--- src/rtl/stopwatch_ctrl_pkg.sv ---
// Shared definitions for the stopwatch controller: state encoding and display constants.
package stopwatch_ctrl_pkg;

  typedef enum logic [1:0] {
    ST_IDLE  = 2'd0,
    ST_RUN   = 2'd1,
    ST_PAUSE = 2'd2
  } state_t;

  localparam int unsigned DIGIT_IDX_W = 2;
  localparam logic [3:0]  BCD_MAX     = 4'd9;
  localparam logic [3:0]  AN_RESET    = 4'b1110;

endpackage

--- src/rtl/stopwatch_ctrl_tick_gen.sv ---
// Modulo-DIV counter with enable and synchronous clear; tc marks the enabled terminal-count cycle.
module tick_gen #(
  parameter int unsigned DIV = 2
) (
  input  logic clk,
  input  logic rst_n,
  input  logic en,
  input  logic clr,
  output logic tc
);

  localparam int unsigned W    = $clog2(DIV);
  localparam logic [W-1:0] LAST = W'(DIV - 1);

  logic [W-1:0] count;

  assign tc = en && (count == LAST);

  always_ff @(posedge clk or negedge rst_n) begin
    if (!rst_n) begin
      count <= '0;
    end else if (clr) begin
      count <= '0;
    end else if (en) begin
      count <= tc ? '0 : count + 1'b1;
    end
  end

endmodule

--- src/rtl/stopwatch_ctrl.sv ---
// Stopwatch controller: run/pause/clear FSM, tick prescaler with 9999 saturation,
// lap snapshot and multiplexed 4-digit display scan.
module stopwatch_ctrl
  import stopwatch_ctrl_pkg::*;
#(
  parameter int unsigned TICK_DIV = 1000000,
  parameter int unsigned SCAN_DIV = 100000
) (
  input  logic       i_CLK,
  input  logic       i_RST_N,
  input  logic       i_START_STOP,
  input  logic       i_LAP,
  input  logic       i_CLEAR,
  input  logic [3:0] i_DIGIT_1,
  input  logic [3:0] i_DIGIT_2,
  input  logic [3:0] i_DIGIT_3,
  input  logic [3:0] i_DIGIT_4,
  output logic       o_CNT_EN,
  output logic       o_CNT_CLR,
  output logic       o_RUNNING,
  output logic       o_OVF,
  output logic [3:0] o_AN,
  output logic [3:0] o_BCD
);

  state_t state, next_state;

  logic start_q, lap_q, clear_q;
  logic start_rise, lap_rise, clear_rise;
  logic tick_due, scan_step, saturated;
  logic cnt_en, ovf_set;
  logic ovf, cnt_clr, hold;
  logic [15:0] live, snap, disp;
  logic [DIGIT_IDX_W-1:0] idx;
  logic [3:0] an, bcd;

  // Edge-detect history resets high so a command held across reset release is not seen as new.
  always_ff @(posedge i_CLK or negedge i_RST_N) begin
    if (!i_RST_N) begin
      start_q <= 1'b1;
      lap_q   <= 1'b1;
      clear_q <= 1'b1;
    end else begin
      start_q <= i_START_STOP;
      lap_q   <= i_LAP;
      clear_q <= i_CLEAR;
    end
  end

  assign start_rise = i_START_STOP & ~start_q;
  assign lap_rise   = i_LAP & ~lap_q;
  assign clear_rise = i_CLEAR & ~clear_q;

  tick_gen #(.DIV(TICK_DIV)) u_prescaler (
    .clk   (i_CLK),
    .rst_n (i_RST_N),
    .en    (state == ST_RUN),
    .clr   (clear_rise),
    .tc    (tick_due)
  );

  tick_gen #(.DIV(SCAN_DIV)) u_scan (
    .clk   (i_CLK),
    .rst_n (i_RST_N),
    .en    (1'b1),
    .clr   (1'b0),
    .tc    (scan_step)
  );

  assign live      = {i_DIGIT_1, i_DIGIT_2, i_DIGIT_3, i_DIGIT_4};
  assign saturated = (i_DIGIT_1 == BCD_MAX) && (i_DIGIT_2 == BCD_MAX) &&
                     (i_DIGIT_3 == BCD_MAX) && (i_DIGIT_4 == BCD_MAX);

  always_ff @(posedge i_CLK or negedge i_RST_N) begin
    if (!i_RST_N) begin
      state <= ST_IDLE;
    end else begin
      state <= next_state;
    end
  end

  always_comb begin
    next_state = state;
    cnt_en     = 1'b0;
    ovf_set    = 1'b0;
    if (clear_rise) begin
      next_state = ST_IDLE;
    end else begin
      if (start_rise && !ovf) begin
        unique case (state)
          ST_IDLE:  next_state = ST_RUN;
          ST_RUN:   next_state = ST_PAUSE;
          ST_PAUSE: next_state = ST_RUN;
          default:  next_state = ST_IDLE;
        endcase
      end
      // Saturation overrides any start/stop toggle in the same cycle.
      if (tick_due) begin
        if (saturated) begin
          ovf_set    = 1'b1;
          next_state = ST_PAUSE;
        end else begin
          cnt_en = 1'b1;
        end
      end
    end
  end

  always_ff @(posedge i_CLK or negedge i_RST_N) begin
    if (!i_RST_N) begin
      cnt_clr <= 1'b0;
      ovf     <= 1'b0;
      hold    <= 1'b0;
      snap    <= '0;
    end else begin
      cnt_clr <= clear_rise;
      if (clear_rise) begin
        ovf  <= 1'b0;
        hold <= 1'b0;
      end else begin
        if (ovf_set) begin
          ovf <= 1'b1;
        end
        if (lap_rise) begin
          if (hold) begin
            hold <= 1'b0;
          end else if (state == ST_RUN) begin
            hold <= 1'b1;
            snap <= live;
          end
        end
      end
    end
  end

  assign disp = hold ? snap : live;

  always_ff @(posedge i_CLK or negedge i_RST_N) begin
    if (!i_RST_N) begin
      idx <= '0;
      an  <= AN_RESET;
      bcd <= '0;
    end else begin
      if (scan_step) begin
        idx <= idx + 1'b1;
      end
      an  <= ~(4'b0001 << idx);
      bcd <= disp[{idx, 2'b00} +: 4];
    end
  end

  assign o_CNT_EN  = cnt_en;
  assign o_CNT_CLR = cnt_clr;
  assign o_RUNNING = (state == ST_RUN);
  assign o_OVF     = ovf;
  assign o_AN      = an;
  assign o_BCD     = bcd;

endmodule

--- config.mk ---
export PLATFORM = sky130hd
export DESIGN_NAME = stopwatch_ctrl
export DESIGN_NICKNAME = d
export VERILOG_FILES = /design/src/rtl/stopwatch_ctrl_pkg.sv /design/src/rtl/stopwatch_ctrl_tick_gen.sv /design/src/rtl/stopwatch_ctrl.sv
export SDC_FILE = /design/constraint.sdc
export NUM_CORES = 1
export LEC_CHECK = 0
export CORE_UTILIZATION = 30
export CTS_BUF_LIST = sky130_fd_sc_hd__clkbuf_16
export DETAILED_ROUTE_END_ITERATION = 7
export PLACE_DENSITY_LB_ADDON = 0.15
export SKIP_LAST_GASP = 1
export SYNTH_ARGS = -nofsm -noshare
export SYNTH_HDL_FRONTEND = slang
export SYNTH_SLANG_ARGS = --single-unit
--- constraint.sdc ---
create_clock -name i_CLK -period 2.95 [get_ports i_CLK]
set_input_delay 0.295 -clock i_CLK [delete_from_list [all_inputs] [get_ports i_CLK]]
set_output_delay 0.295 -clock i_CLK [all_outputs]
set_load 0.05 [all_outputs]
==> results.cfg, run 1 <==
[run_status]
status = complete, no violations

[floorplan]
dieArea_sq_um = 12200
start_util_pct = 30.8
die-height_um = 110
num_rows = 39
top_level_ports = 33
core_sq_um = 11500
die_w_um = 110

[sta]
final_max_slew_viol_count = 0
relSlewSlack_pct = 55.3
tns_ns = 0
hold_viol_final = 0
setup_ws_ns = 0.459
finalSetupViolCount = 0
fin_crit_sh_pct = 84.4
tightest_slew_ns = 0.665
fin_skew_ns = 0.00877
rsz0062_at_grt = false
max_freq_ghz = 0.401
holdWs_ns = 0.385
fin_crit_ns = 2.49

[clocking]
clock_tree.htree_level_count = 3
cts_buffer_depth = 2
postCtsSetupBuffers = 0
cts-resized-gates = 0
path_clk_slew_ns = 0.06
cts_buffers = 9
ctsRootBufferMaster = clkbuf_16
clkLatencyLatePin_ns = 0.33
clock-sinks = 71
cts_tree = built

[logic_synthesis]
synth_cell_types = 54
synthesis.area_sq_um = 3530
seq_area_frac_synth_pct = 50.5
synth-xor-area-share_pct = 5.21
synth_top_family_by_area = simple AND/OR/NAND/NOR gates
synth_edf_count = 0
synth-seq-cells = 71
ys_warn_count = 0
synthMuxAreaShare_pct = 10.8
syn-num-nets = 339
postSynthAreaPerCell_sq_um = 11.3
async_flop_share_pct = 100
synth_compound_area_share_pct = 8.40
synthAdderAreaFrac_pct = 2.13
yosys.area_share.simple_pct = 20.4
synth_ff_type = dfrtp_1
syn_inst = 312

[layout]
diodes = 0
nets = 383
final_cells = 504
final_common_cell = dfrtp_1
fin_util_pct = 38.1
drive_above_1_share_pct = 18.3
synthToLayoutAreaGrowth_pct = 23.7
final_cell_mix = dfrtp_1 (65), clkdlybuf4s50_1 (30), nand2_1 (27)

[hold_path]
min_from = i_START_STOP
hp-class = in2reg
hold_path_depth = 1
min_to = start_q$_DFF_PN1_

[detailed_routing]
drt_drc_violations_left = 0
wirelength_mm = 7.85
firstDrtPassIters = 4
ant_nets = 0
wire_per_inst_um = 15.6
vias = 2568
first_iter_violations = 103
vias_per_cell = 5.10

[setup_path]
r2r_end = u_prescaler.count[16]$_DFFE_PN0P_
worstSetupPathType = reg2out
startpoint_type = flip-flop
crit_fanout = 8
ff2ff_setup_slack_ns = 0.91
cp_data_arrival_time_ns = 2.20
worstReg2RegStart = u_prescaler.count[0]$_DFFE_PN0P_
reg2reg_depth = 5
end_kind = output pin
worstPathRequired_ns = 2.65
cp-startpoint = u_prescaler.count[0]$_DFFE_PN0P_

[grt]
grt_first_pass_wirelength_mm = 13.6
antenna_found_initial = 0
grt_use_total_pct = 14.1
grt_max_degree = 29
grt_pass1_vias = 2664
gr-total-overflow = 0

[placed_design]
io_buffers = 32
place_ws_ns = 0.533
finalWeightedCongestion = 0.764
dpl.hpwl_mm = 5.51
dp_cells = 487

[run]
maxCapViolations = 0

[pwr]
leakage_nw = 1.75
ir_drop_mv = 0.322
power.density_nw_per_um2 = 608
## final cells by class
| class | count | area (sq um) |
|---|---|---|
| Fill cell | 1129 | 7100 |
| Multi-Input combinational cell | 218 | 1660 |
| Clock buffer | 9 | 225 |
| Sequential cell | 71 | 1780 |
| Tap cell | 143 | 179 |
| Timing Repair Buffer | 43 | 410 |
| Clock inverter | 7 | 56.3 |
| Inverter | 13 | 48.8 |
## how the worst max path moves through the flow
stage | to
floorplan | o_CNT_EN
global placement | o_CNT_EN
detailed placement | o_CNT_EN
CTS | o_CNT_EN
global route | o_CNT_EN
finish | o_CNT_EN
## cell usage after synthesis (all sizes together) (3+ instances only)
master / n / area, sq um
dfrtp: 65 / 1630
nor4: 7 / 71.3
a21oi: 12 / 60.1
mux2: 16 / 180
buf: 5 / 22.5
and4: 6 / 53.8
o2111ai: 3 / 26.3
mux4: 8 / 180
xor2: 8 / 70.1
nand3: 14 / 70.1
and3: 3 / 18.8
nand2b: 3 / 18.8
nor3: 6 / 30.0
nor2: 18 / 67.6
or3: 7 / 48.8
ha: 6 / 75.1
o21ai: 11 / 55.1
dfstp: 6 / 158
clkbuf: 5 / 18.8
nand4b: 4 / 35.0
or4: 5 / 37.5
o221ai: 3 / 26.3
inv: 13 / 48.8
nand2: 27 / 101
nand4: 8 / 65.1
xnor2: 13 / 114
## per-layer routing
layer | part of all wire (%) | global-route usage (%) | wire (um)
met1 | 48 | 18.3 | 3810
met2 | 47 | 21.9 | 3660
met3 | 3.0 | 4.45 | 235
met4 | 1.8 | 5.42 | 142
met5 | 0 | 0 | 0
## logic make-up after synthesis
group	count (synthesis)
xor gates and xnor gates	21
and+or+nand+nor	120
muxes	26
DFF	71
adders and majority gates	6
AOI/OAI and AO/OA	45
buffers and inverters	23
## where the power goes
group	internal, W	switching (W)	total [W]	leakage (nW)
Sequential	0.00113	0.000105	0.00123	0.898
Combinational	0.000204	0.000184	0.000388	0.706
Clock	0.000640	0.000395	0.00104	0.145
## state kept, by name, summed over array words and instances, names as in the netlist
name / count
clear_q: 1
hold: 1
idx: 2
lap_q: 1
o_AN: 4
o_BCD: 4
o_CNT_CLR: 1
o_OVF: 1
snap: 16
start_q: 1
state: 2
u_prescaler.count: 20
u_scan.count: 17
## worst max-delay path, stage by stage (launching register included)
cell and delay (ns):
dfrtp_1 0.44, ha_1 0.24, and4_1 0.29, nand4_1 0.32, nor4_2 0.32, buf_4 0.24
## what timing repair did
item,CTS,global route
hold buffers,1,0
setup endpoints to repair,0,0
hold endpoints to repair,18,0
## through the flow
stage / power, W / cell area [sq um]
finish: 0.00265 / 4370
global route: 0.00280 / 4370
CTS: 0.00270 / 4370
detailed placement: 0.00164 / 4080
global placement: 0.00163 / 4080
floorplan: 0.00148 / 3540
Power figures use the tool's default switching activity.
==> inputs of run 2 (changes only) <==
==> constraint.sdc (replaced) <==
create_clock -name i_CLK -period 2.48 [get_ports i_CLK]
set_input_delay 0.248 -clock i_CLK [delete_from_list [all_inputs] [get_ports i_CLK]]
set_output_delay 0.248 -clock i_CLK [all_outputs]
set_load 0.05 [all_outputs]
==> results.cfg, run 2 (same netlist as run 1, synthesis figures left out) <==
[layout]
synthToLayoutAreaGrowth_pct = 22.8
reg_top3 = u_prescaler.count (20), u_scan.count (17), snap (16)
largest_reg_flops = 20
final_cell_mix = dfrtp_1 (65), clkdlybuf4s50_1 (29), nand2_1 (27)
diodes = 0
final_cells = 506
drive_above_1_share_pct = 17.9
largest-register = u_prescaler.count
nets = 385
final_common_cell = dfrtp_1

[placed_design]
io_buffers = 32
dpl.hpwl_mm = 5.55
finalWeightedCongestion = 0.731
dp_cells = 489

[hold_path]
hp-class = in2reg
min_from = i_START_STOP

[pwr]
swShare_pct = 26.1
seq_power_share_pct = 48.4
internal_power_w = 0.00223
leakage_nw = 1.75
p_comb_share_pct = 15.2
finalPower_w = 0.00302
ir_drop_mv = 0.435
clock_power_share_pct = 36.3
switchingPower_w = 0.000788
power.density_nw_per_um2 = 696

[clocking]
clock_tree.htree_level_count = 3
path_clk_slew_ns = 0.05
clkLatencyLatePin_ns = 0.33
cts_buffer_depth = 2
ctsRootBufferMaster = clkbuf_16
cts_tree = built
cts_buffers = 9
clock-sinks = 71

[sta]
tns_ns = 0
rsz0062_at_grt = false
fin_skew_ns = 0.00575
fin_crit_sh_pct = 93.8
tightest_slew_ns = 0.657
final_max_slew_viol_count = 0
max_freq_ghz = 0.430
hold_viol_final = 0
fin_crit_ns = 2.33
finalSetupViolCount = 0
relSlewSlack_pct = 55.9

[setup_path]
critPathMaxStageDelay_ns = 0.48
path_cells = nor4b_1 > nand3_1 > nor4_2 > buf_4
worstPathRequired_ns = 2.23
worstSetupPathType = reg2out
startpoint_type = flip-flop
worstReg2RegStart = u_prescaler.count[0]$_DFFE_PN0P_
cp_slowest_cell = dfrtp_1
crit_fanout = 8
cp-startpoint = u_prescaler.count[9]$_DFFE_PN0P_
cp_data_arrival_time_ns = 2.08
end_kind = output pin

[grt]
antenna_found_initial = 0
grt_pass1_vias = 2623
gr-total-overflow = 0
grt_max_degree = 27
grt_first_pass_wirelength_mm = 13.6
grt_use_total_pct = 14.1

[floorplan]
die_w_um = 110
top_level_ports = 33
num_rows = 39
core_sq_um = 11500
dieArea_sq_um = 12200
start_util_pct = 30.8
die-height_um = 110

[detailed_routing]
wirelength_mm = 7.77
vias_per_cell = 5.08
vias = 2569
first_iter_violations = 107
ant_nets = 0
firstDrtPassIters = 4
wire_per_inst_um = 15.4
drt_drc_violations_left = 0

[run]
maxCapViolations = 0

[run_status]
status = complete, no violations
==> run 2: area by class of cell <==
cell class / count / area [sq um]
Clock buffer: 9 / 225
Inverter: 13 / 48.8
Timing Repair Buffer: 45 / 410
Fill cell: 1140 / 7130
Tap cell: 143 / 179
Multi-Input combinational cell: 218 / 1660
Sequential cell: 71 / 1780
Clock inverter: 7 / 26.3
==> run 2: stage by stage <==
| stage | worst slack [ns] | instance area (sq um) | utilization [%] | hold slack [ns] |
|---|---|---|---|---|
| global route | 0.0565 | 4340 | 37.8 | 0.338 |
| detailed placement | 0.256 | 4080 | 35.5 | 0.261 |
| finish | 0.154 | 4340 | 37.8 | 0.346 |
| CTS | 0.161 | 4340 | 37.8 | 0.331 |
| floorplan | 0.0411 | 3540 | - | -0.0476 |
| global placement | 0.273 | 4080 | 35.5 | 0.255 |
==> run 2: repair_timing <==
action | 4_1_cts | 5_1_grt
setup buffers | 0 | 0
hold buffers | 1 | 0
gates resized for setup | 0 | 0
hold endpoints to repair | 17 | 0
==> run 2: worst paths after layout <==
path / endpoint / slack [ns] / depth (start not counted)
worst min-delay path: start_q$_DFF_PN1_ / 0.35 / 1
min in group asynchronous: u_prescaler.count[16]$_DFFE_PN0P_ / 0.43 / 2
worst max-delay path: o_CNT_EN / 0.15 / 4
worst min register to register: u_scan.count[0]$_DFF_PN0_ / 0.49 / 1
worst max register to register: u_prescaler.count[16]$_DFFE_PN0P_ / 0.53 / 5
max in group asynchronous: o_AN[1]$_DFF_PN1_ / 1.27 / 3
==> run 2: routing by layer <==
metal  GRT usage [%]  vias up  share of wire, %
met5               0        -                 0
li1                -     1251                 -
met3            3.62        9               3.1
met1            18.5     1263                48
met2            21.9       46                48
met4            6.22        0               1.3
==> run 2: worst max-delay path: cells and delay by family, from the launching register on <==
family / cells / cell delay [ns]
DFF: 1 / 0.48
and+or+nand+nor: 3 / 1.01
buffers and inverters: 1 / 0.26
==> run 2: power by group through the flow <==
stage          Clock (W)  Sequential, W  Combinational [W]
2_1_floorplan          0        0.00147           0.000291
5_1_grt          0.00119        0.00150           0.000510
4_1_cts          0.00114        0.00146           0.000469
3_5_place_dp           0        0.00148           0.000465
6_report         0.00110        0.00146           0.000460
3_3_place_gp           0        0.00148           0.000463
